<file path="src/rtl/ps2_kbd_pkg.sv">
// Shared constants for the PS/2 keyboard receive FIFO peripheral: register word
// addresses, STATUS/CTRL bit positions and the DATA word layout.
package ps2_kbd_pkg;

    localparam int unsigned CHAR_W = 7;

    // Word addresses on the peripheral bus
    localparam logic [1:0] KBD_ADDR_DATA   = 2'd0;
    localparam logic [1:0] KBD_ADDR_STATUS = 2'd1;
    localparam logic [1:0] KBD_ADDR_CTRL   = 2'd2;

    // STATUS register layout
    localparam int unsigned STAT_EMPTY_BIT = 0;
    localparam int unsigned STAT_FULL_BIT  = 1;
    localparam int unsigned STAT_OVF_BIT   = 2;
    localparam int unsigned STAT_IRQEN_BIT = 3;
    localparam int unsigned STAT_COUNT_LSB = 8;

    // CTRL register layout
    localparam int unsigned CTRL_FLUSH_BIT = 0;

    // DATA register layout: valid flag above the character
    localparam int unsigned DATA_VALID_BIT = 8;

    // Build the DATA read word for a popped character.
    function automatic logic [31:0] pack_data(input logic [CHAR_W-1:0] ch);
        logic [31:0] word;
        word                 = '0;
        word[CHAR_W-1:0]     = ch;
        word[DATA_VALID_BIT] = 1'b1;
        return word;
    endfunction

endpackage

</file>
<file path="src/rtl/kbd_sync_fifo.sv">
// Generic DEPTH x WIDTH synchronous FIFO with push, pop, flush and occupancy count.
// A push while full is accepted only when a pop happens in the same cycle.
// Flush clears pointers and count and overrides push/pop.
module kbd_sync_fifo #(
    parameter int unsigned DEPTH = 16,
    parameter int unsigned WIDTH = 7,
    localparam int unsigned AW    = $clog2(DEPTH),
    localparam int unsigned CNT_W = $clog2(DEPTH) + 1
) (
    input  logic             clk,
    input  logic             rst,
    input  logic             push,
    input  logic             pop,
    input  logic             flush,
    input  logic [WIDTH-1:0] wdata,
    output logic [WIDTH-1:0] rdata,
    output logic             full,
    output logic             empty,
    output logic [CNT_W-1:0] count
);

    logic [WIDTH-1:0] mem_q [DEPTH];
    logic [AW-1:0]    wr_ptr_q, rd_ptr_q;
    logic [CNT_W-1:0] count_q;
    logic             push_ok, pop_ok;

    assign full    = (count_q == CNT_W'(DEPTH));
    assign empty   = (count_q == '0);
    assign count   = count_q;
    assign rdata   = mem_q[rd_ptr_q];
    assign pop_ok  = pop & ~empty;
    assign push_ok = push & (~full | pop_ok);

    // Pointer and occupancy state; pointers wrap naturally since DEPTH is a power of two
    always_ff @(posedge clk) begin
        if (rst) begin
            wr_ptr_q <= '0;
            rd_ptr_q <= '0;
            count_q  <= '0;
        end else if (flush) begin
            wr_ptr_q <= '0;
            rd_ptr_q <= '0;
            count_q  <= '0;
        end else begin
            if (push_ok) wr_ptr_q <= wr_ptr_q + 1'b1;
            if (pop_ok)  rd_ptr_q <= rd_ptr_q + 1'b1;
            if (push_ok && !pop_ok)      count_q <= count_q + CNT_W'(1);
            else if (!push_ok && pop_ok) count_q <= count_q - CNT_W'(1);
        end
    end

    // Storage array, written only on an accepted, unflushed push
    always_ff @(posedge clk) begin
        if (push_ok && !flush) mem_q[wr_ptr_q] <= wdata;
    end

endmodule

</file>
<file path="src/rtl/ps2_kbd_fifo.sv">
// PS/2 keyboard receive buffer: acknowledges characters from the keyboard front end,
// queues them in a FIFO and exposes DATA/STATUS/CTRL registers on the peripheral bus.
// Optional macro PS2_KBD_IRQ_EN adds an irq_enable bit and the kbd_irq output.
module ps2_kbd_fifo
    import ps2_kbd_pkg::*;
#(
    parameter int unsigned DEPTH = 16,
    localparam int unsigned CNT_W = $clog2(DEPTH) + 1
) (
    input  logic              clk,
    input  logic              rst,
    input  logic [CHAR_W-1:0] ascii_code,
    input  logic              ascii_data_ready,
    output logic              rx_ascii_read,
    input  logic              bus_en,
    input  logic              bus_we,
    input  logic [1:0]        bus_addr,
    input  logic [31:0]       bus_wdata,
    output logic [31:0]       bus_rdata,
    output logic              kbd_irq
);

    logic              ack_q;
    logic              capture, push_req, pop_req, flush;
    logic              rd_en, wr_en, ovf_clr, dropped;
    logic              ovf_q;
    logic [31:0]       rdata_q, rdata_d, status_word;
    logic [CHAR_W-1:0] fifo_rdata;
    logic              fifo_full, fifo_empty;
    logic [CNT_W-1:0]  fifo_count;
    logic              unused_wdata;

    assign unused_wdata = ^bus_wdata;

    // A ready level seen during our own acknowledge cycle is the same character
    assign capture  = ascii_data_ready & ~ack_q;
    assign rd_en    = bus_en & ~bus_we;
    assign wr_en    = bus_en & bus_we;
    assign flush    = wr_en & (bus_addr == KBD_ADDR_CTRL) & bus_wdata[CTRL_FLUSH_BIT];
    assign ovf_clr  = wr_en & (bus_addr == KBD_ADDR_STATUS) & bus_wdata[STAT_OVF_BIT];
    assign pop_req  = rd_en & (bus_addr == KBD_ADDR_DATA) & ~fifo_empty;
    assign push_req = capture & ~flush;
    assign dropped  = push_req & fifo_full & ~pop_req;

    kbd_sync_fifo #(
        .DEPTH (DEPTH),
        .WIDTH (CHAR_W)
    ) u_fifo (
        .clk   (clk),
        .rst   (rst),
        .push  (push_req),
        .pop   (pop_req),
        .flush (flush),
        .wdata (ascii_code),
        .rdata (fifo_rdata),
        .full  (fifo_full),
        .empty (fifo_empty),
        .count (fifo_count)
    );

`ifdef PS2_KBD_IRQ_EN
    logic irq_en_q, irq_en_d;
    logic irq_q, irq_d;
    logic nonempty_next;

    assign irq_en_d = (wr_en && bus_addr == KBD_ADDR_STATUS) ? bus_wdata[STAT_IRQEN_BIT]
                                                             : irq_en_q;
    // Occupancy after this edge, so the IRQ tracks the FIFO without an extra cycle of lag
    assign nonempty_next = ~flush & (push_req | (fifo_count > CNT_W'(1)) |
                                     (~fifo_empty & ~pop_req));
    assign irq_d   = irq_en_d & nonempty_next;
    assign kbd_irq = irq_q;

    // Interrupt enable and registered interrupt level
    always_ff @(posedge clk) begin
        if (rst) begin
            irq_en_q <= 1'b0;
            irq_q    <= 1'b0;
        end else begin
            irq_en_q <= irq_en_d;
            irq_q    <= irq_d;
        end
    end
`else
    assign kbd_irq = 1'b0;
`endif

    // STATUS word reflects state before any push/pop of the current cycle
    always_comb begin
        status_word                          = '0;
        status_word[STAT_EMPTY_BIT]          = fifo_empty;
        status_word[STAT_FULL_BIT]           = fifo_full;
        status_word[STAT_OVF_BIT]            = ovf_q;
`ifdef PS2_KBD_IRQ_EN
        status_word[STAT_IRQEN_BIT]          = irq_en_q;
`else
        status_word[STAT_IRQEN_BIT]          = 1'b0;
`endif
        status_word[STAT_COUNT_LSB +: CNT_W] = fifo_count;
    end

    // Read data mux; bus_rdata holds its value between reads
    always_comb begin
        rdata_d = rdata_q;
        if (rd_en) begin
            unique case (bus_addr)
                KBD_ADDR_DATA:   rdata_d = fifo_empty ? 32'd0 : pack_data(fifo_rdata);
                KBD_ADDR_STATUS: rdata_d = status_word;
                default:         rdata_d = 32'd0;
            endcase
        end
    end

    // Acknowledge pulse, sticky overflow and registered read data
    always_ff @(posedge clk) begin
        if (rst) begin
            ack_q   <= 1'b0;
            ovf_q   <= 1'b0;
            rdata_q <= '0;
        end else begin
            ack_q   <= capture;
            rdata_q <= rdata_d;
            // A new drop in the same cycle as a clear leaves the flag set
            if (dropped)      ovf_q <= 1'b1;
            else if (ovf_clr) ovf_q <= 1'b0;
        end
    end

    assign rx_ascii_read = ack_q;
    assign bus_rdata     = rdata_q;

endmodule

</file>
<file path="config.mk">
export PLATFORM = sky130hd
export DESIGN_NAME = ps2_kbd_fifo
export DESIGN_NICKNAME = d
export VERILOG_FILES = /design/src/rtl/ps2_kbd_pkg.sv /design/src/rtl/kbd_sync_fifo.sv /design/src/rtl/ps2_kbd_fifo.sv
export SDC_FILE = /design/constraint.sdc
export NUM_CORES = 1
export LEC_CHECK = 0
export ABC_CLOCK_PERIOD_IN_PS = 3700
export CAP_MARGIN = 20
export CORE_AREA = 2 2 135 137
export DETAILED_ROUTE_END_ITERATION = 8
export DIE_AREA = 0 0 137 139
export GPL_TIMING_DRIVEN = 0
export HOLD_SLACK_MARGIN = 0.1
export PLACE_DENSITY_LB_ADDON = 0.05
export SYNTH_ARGS = -nofsm -noshare
export SYNTH_HDL_FRONTEND = slang
export SYNTH_SLANG_ARGS = --single-unit
</file>
<file path="constraint.sdc">
create_clock -name clk -period 3.7 [get_ports clk]
set_input_delay 0.37 -clock clk [delete_from_list [all_inputs] [get_ports clk]]
set_output_delay 0.37 -clock clk [all_outputs]
set_load 0.005 [all_outputs]
</file>
Word-level counts from Yosys, hierarchy flattened

Memories as Yosys holds them, arrays and structs flattened. A register that Yosys moved wholly into a read port is not among the register bits.
Index checks and enable logic that the tools add are counted.
Widths: inputs -> output; s select.

Register bits after elaboration: 47
Latch bits: 0
RAM bits: 112
ROM bits: 0
Output and inout bits: 34
Word-level logic and storage cells: 56
Memories: 1

Memories:

| name         | depth | bits a word | read ports | clocked after Yosys merged registers in | write ports | RTL line            | source |
|---|---|---|---|---|---|---|---|
| u_fifo.mem_q | 16    | 7           | 1          | 1                                       | 1           | kbd_sync_fifo.sv:22 | `logic [WIDTH-1:0] mem_q [DEPTH];` |

Add/sub/neg operators: 4
Multipliers: 0
Div/mod/pow operators: 0
Order comparisons: 0
Eq/ne operators: 3
Shift operators: 0
Multiplexer cells: 10
Bitwise gates (word level): 21
Reduce and logical (&&, ||, !) cells: 11

Operators with widths:

| operator            | count |
|---|---|
| $pmux 13 s2         | 1 |
| $and 1x1->1         | 14 |
| $mux 5              | 2 |
| $mux 9              | 1 |
| $add 4x1->4 const B | 2 |
| $mux 4              | 2 |
| $not 1->1           | 6 |
| $add 5x1->5 const B | 1 |
| $eq 5x5->1 const B  | 1 |
| $logic_not 5->1     | 1 |
| $sub 5x1->5 const B | 1 |
| $mux 1              | 4 |
| $reduce_bool 2->1   | 2 |
| $logic_and 1x1->1   | 3 |
| $logic_not 1->1     | 3 |
| $eq 2x1->1 const B  | 1 |
| $eq 2x2->1 const B  | 1 |
| $logic_not 2->1     | 1 |
| $reduce_or 2->1     | 1 |
| $or 1x1->1          | 1 |

Depth between registers and ports, before layout

Depth after elaboration: 11
Gate-level depth with buffers: 11
Gate-level depth less buffers: 10

Hierarchy

A second synthesis with hierarchy kept.

Cells, all modules: 384
Area, all modules: 5916.9 um2

By module, submodules not included:

| module        | times used | cells an instance | area an instance (um2) |
|---|---|---|---|
| kbd_sync_fifo | 1          | 291               | 5152.4 |
| ps2_kbd_fifo  | 1          | 93                | 764.5 |

Worst setup path before layout

No wires, ideal clock.

Path kind: reg-to-reg
From: reg u_fifo.count_q[0], in the netlist u_fifo.count[0]
To: reg u_fifo.count_q[4], in the netlist u_fifo.count[4]
Arrival time: 2725 ps
Slack: 904 ps
Stages on the path, launching flop included: 12
Buffers on the path: 1
Period minus slack after synthesis: 2796 ps
Cell sequence: dfxtp_1 > or4_1 > clkbuf_1 > nor3b_1 > nor2_1 > ha_1 > inv_1 > ha_1 > a21o_1 > a21oi_1 > mux2i_1 > mux2i_1

Longest elaborated chain between the ends: 9
Elaborated cells between the ends (all ways): 17

Ends and longest elaborated chain:

| what                               | RTL line                                | source |
|---|---|---|
| start, declared                    | kbd_sync_fifo.sv:24                     | `logic [CNT_W-1:0] count_q;` |
| start signal, assigned             | kbd_sync_fifo.sv:47                     | `if (push_ok && !pop_ok) count_q <= count_q + CNT_W'(1);` |
| start signal, assigned             | kbd_sync_fifo.sv:48                     | `else if (!push_ok && pop_ok) count_q <= count_q - CNT_W'(1);` |
| $logic_not 5->1                    | kbd_sync_fifo.sv:28                     | `assign empty = (count_q == '0);` |
| $not 1->1                          | kbd_sync_fifo.sv:31, ps2_kbd_fifo.sv:41 |  |
| $and 1x1->1                        | ps2_kbd_fifo.sv:41                      | `assign pop_req = rd_en & (bus_addr == KBD_ADDR_DATA) & ~fifo_empty;` |
| $and 1x1->1                        | kbd_sync_fifo.sv:31                     | `assign pop_ok = pop & ~empty;` |
| $or 1x1->1                         | kbd_sync_fifo.sv:32                     | `assign push_ok = push & (~full \| pop_ok);` |
| $and 1x1->1                        | kbd_sync_fifo.sv:32                     |  |
| $logic_not 1->1                    | kbd_sync_fifo.sv:48                     |  |
| $logic_and 1x1->1                  | kbd_sync_fifo.sv:48                     |  |
| $reduce_bool 2->1 (no source line) | -                                       |  |

Parallel ways exist; a longest one is shown, timed or not. The select of a mux whose other input is x is not followed.
A chain may end at the register's enable or synchronous reset.

Worst setup path after layout

Ends and elaborated chain as after synthesis.

==> reports/results.ini <==
[synthesis]
ys_seq_area_share_pct = 66.18
ys_ff_latch = 143
yosysTopAreaCellShare_pct = 55.87
synth_edf_count = 112
synth_async_sr_flop_share_pct = 0
synth.area.top_cells = edfxtp_1, dfxtp_1, mux4_1
ys.flop_type = edfxtp_1
postSynthCellCount = 363
yosys.area.top_type = edfxtp_1
yosysWarningCount = 0
syn_area_um2 = 6020
avgSynthCellArea_um2 = 16.58
synth_cell_types = 49

[die]
die_h_um = 139
fp.coreArea_um2 = 17660
fp.dieW_um = 137
placementRows = 49
start_util_pct = 34.09
die_area_um2 = 19040
ioPinCount = 80

[clock_network]
hold_buffers = 0
cts_resized = 0
clock-root-buffer = clkbuf_16
clockBufferDepth = 2
clkTransAtPathRegs_ns = 0.06
cts.sinks = 143
postCtsSetupBuffers = 0
clk-insertion-delay-late_ns = 0.42
h-tree-depth = 4
cts_tree = built
cts_buffers = 17

[final_layout]
nets = 486
drive_gt1_share_pct = 17.19
most-common-layout-cells = edfxtp_1, nor2_1, dfxtp_1
fin_util_pct = 41.06
final_common_cell = edfxtp_1
nFillCells = 1629
antenna_cells = 0
syn_to_final_growth_pct = 20.43

[sta]
hold_viol_final = 0
timing.hold.ws_ns = 0.4559
fin_crit_sh_pct = 89.45
relSlewSlack_pct = 37.45
fin_crit_ns = 3.310
rsz0062_at_grt = false
drv_slew = 0
worst_slew_pin_slew_ns = 0.9347
fin_skew_ns = 0.009167
fmax_mhz = 302.2
setup_viol = 0

[setup_path]
rr_endpoint = u_fifo.count[4]
r2r_start = u_fifo.count[0]
end_kind = flip-flop
ff2ff_setup_slack_ns = 0.39
critPathMaxFanout = 7
worst-r2r-cell-count = 11
critPathKind = flip-flop to flip-flop
startpoint_type = flip-flop
worstPathRequired_ns = 4.05
crit_arrival_ns = 3.66

[power]
irDropWorstVdd_mv = 0.2921
p_leak_nw = 2.493
p_switching_mw = 0.8946
swShare_pct = 23.53
pwr-share-seq_pct = 47.6
combPwrFrac_pct = 8.7
intPower_mw = 2.907
pwr_density_cell_nw_per_um2 = 524.4
clkPwrFrac_pct = 43.7

[global_routing]
grt_pass1_wl_um = 19530
grt_antenna_before_repair = 0
track_usage_pct = 14.55
grt_pass1_vias = 3176
grt.overflow.total = 0
grt_max_degree = 17

[min_path]
whs_endpoint = bus_rdata[8]
min_path_type = flip-flop to flip-flop
hold_depth = 2
hp-start = bus_rdata[8]

[routing]
drtPass1Iterations = 5
vias = 3237
vias_per_cell = 4.824
drt_iter0_drc = 200
drc_errors = 0
ant_nets = 0
wire_per_inst_um = 19.45
drt-total-wl_um = 13050

[place]
portBuffers = 28
dp_hpwl_um = 8877
gp_congestion = 0.6852

[run]
timing.max_cap.violations = 0

[run_status]
status = completed

## power by group through the flow
| stage | combinational [mW] | clock (mW) | sequential [mW] |
|---|---|---|---|
| floorplan | 0.220 | 0 | 1.83 |
| detailed placement | 0.330 | 0 | 1.84 |
| finish | 0.329 | 1.66 | 1.81 |
| global route | 0.374 | 1.77 | 1.81 |
| CTS | 0.332 | 1.69 | 1.81 |
| global placement | 0.326 | 0 | 1.84 |
## state kept, by name (all words and copies together) (netlist names), named ones only
name             cells
bus_rdata           12
ovf_q                1
rx_ascii_read        1
u_fifo.count         5
u_fifo.mem_q       112
u_fifo.rd_ptr_q      4
u_fifo.wr_ptr_q      4
## worst max-delay path: stages, from the launching register on
cell	delay, ns
dfxtp_1	0.39
or4_1	0.52
clkbuf_1	0.21
nor3b_1	0.49
nor2_1	0.09
ha_1	0.21
inv_1	0.17
ha_1	0.30
a21o_1	0.19
a21oi_1	0.20
mux2i_1	0.27
mux2i_1	0.20
## cell families (layout without fill, tap and decap cells)
family                     count (synthesis)  count (layout)  synth area share, %
DFF                                      143             143                66.18
and+or+nand+nor                           83              83                7.067
buffers and inverters                     42             101                4.552
muxes                                     41              41                14.82
AOI/OAI and AO/OA                         38              38                4.386
adders and majority gates                 10              10                2.203
xor gates and xnor gates                   5               5               0.7275
other                                      1              21              0.06230
## cell type report
| class | count | area (um^2) | area share [%] |
|---|---|---|---|
| Tap cell | 229 | 286.5 | 3.952 |
| Sequential cell | 143 | 3984 | 54.95 |
| Multi-Input combinational cell | 198 | 1857 | 25.61 |
| Inverter | 6 | 22.52 | 0.3107 |
| Clock buffer | 18 | 429.2 | 5.920 |
| Buffer | 36 | 251.5 | 3.469 |
| Clock inverter | 13 | 138.9 | 1.916 |
| Timing Repair Buffer | 28 | 280.3 | 3.866 |
## synthesized netlist by cell type (4+ instances only)
cell type and instances:
buf_4 21, xor2_1 4, a21oi_1 11, dfxtp_1 31, nand2_1 6, mux4_1 21, a22oi_1 6, edfxtp_1 112
nor3_1 7, mux4_2 11, nand2b_1 11, ha_1 9, clkbuf_1 7, nor2_1 34, a22o_1 4, nand3_1 8
a21o_1 4, inv_1 5, mux2i_1 7
## worst max path at each step
| stage | from | cells after the start | to | slack (ns) |
|---|---|---|---|---|
| finish | u_fifo.count[0] | 11 | u_fifo.count[4] | 0.39 |
| global route | u_fifo.count[0] | 11 | u_fifo.count[4] | 0.02 |
| CTS | u_fifo.count[0] | 11 | u_fifo.count[4] | 0.34 |
| detailed placement | bus_addr[0] | 11 | u_fifo.count[4] | 0.27 |
| global placement | bus_addr[0] | 5 | u_fifo.mem_q[3][6] | -0.18 |
| floorplan | u_fifo.count[0] | 11 | u_fifo.count[4] | 0.90 |
## per-layer routing
metal | track usage, % | vias up | part of all wire [%] | wire length [um]
met1 | 20.88 | 1617 | 49 | 6398
met4 | 5.372 | 0 | 0.87 | 113
met2 | 21.55 | 80 | 45 | 5914
met3 | 3.326 | 9 | 4.8 | 623
li1 | - | 1531 | - | -
met5 | 0 | - | 0 | 0
## metrics by stage
step	std cells	area, um^2	setup slack (ns)	setup TNS [ns]	total power, mW
finish	671	7249	0.3905	0	3.802
global route	671	7249	0.01843	0	3.962
CTS	671	7249	0.3392	0	3.836
detailed placement	640	6681	0.2714	0	2.174
global placement	640	6661	-0.1843	-1.742	2.170
floorplan	383	6095	0.9038	0	2.052
(Power assumes the default switching activity.)
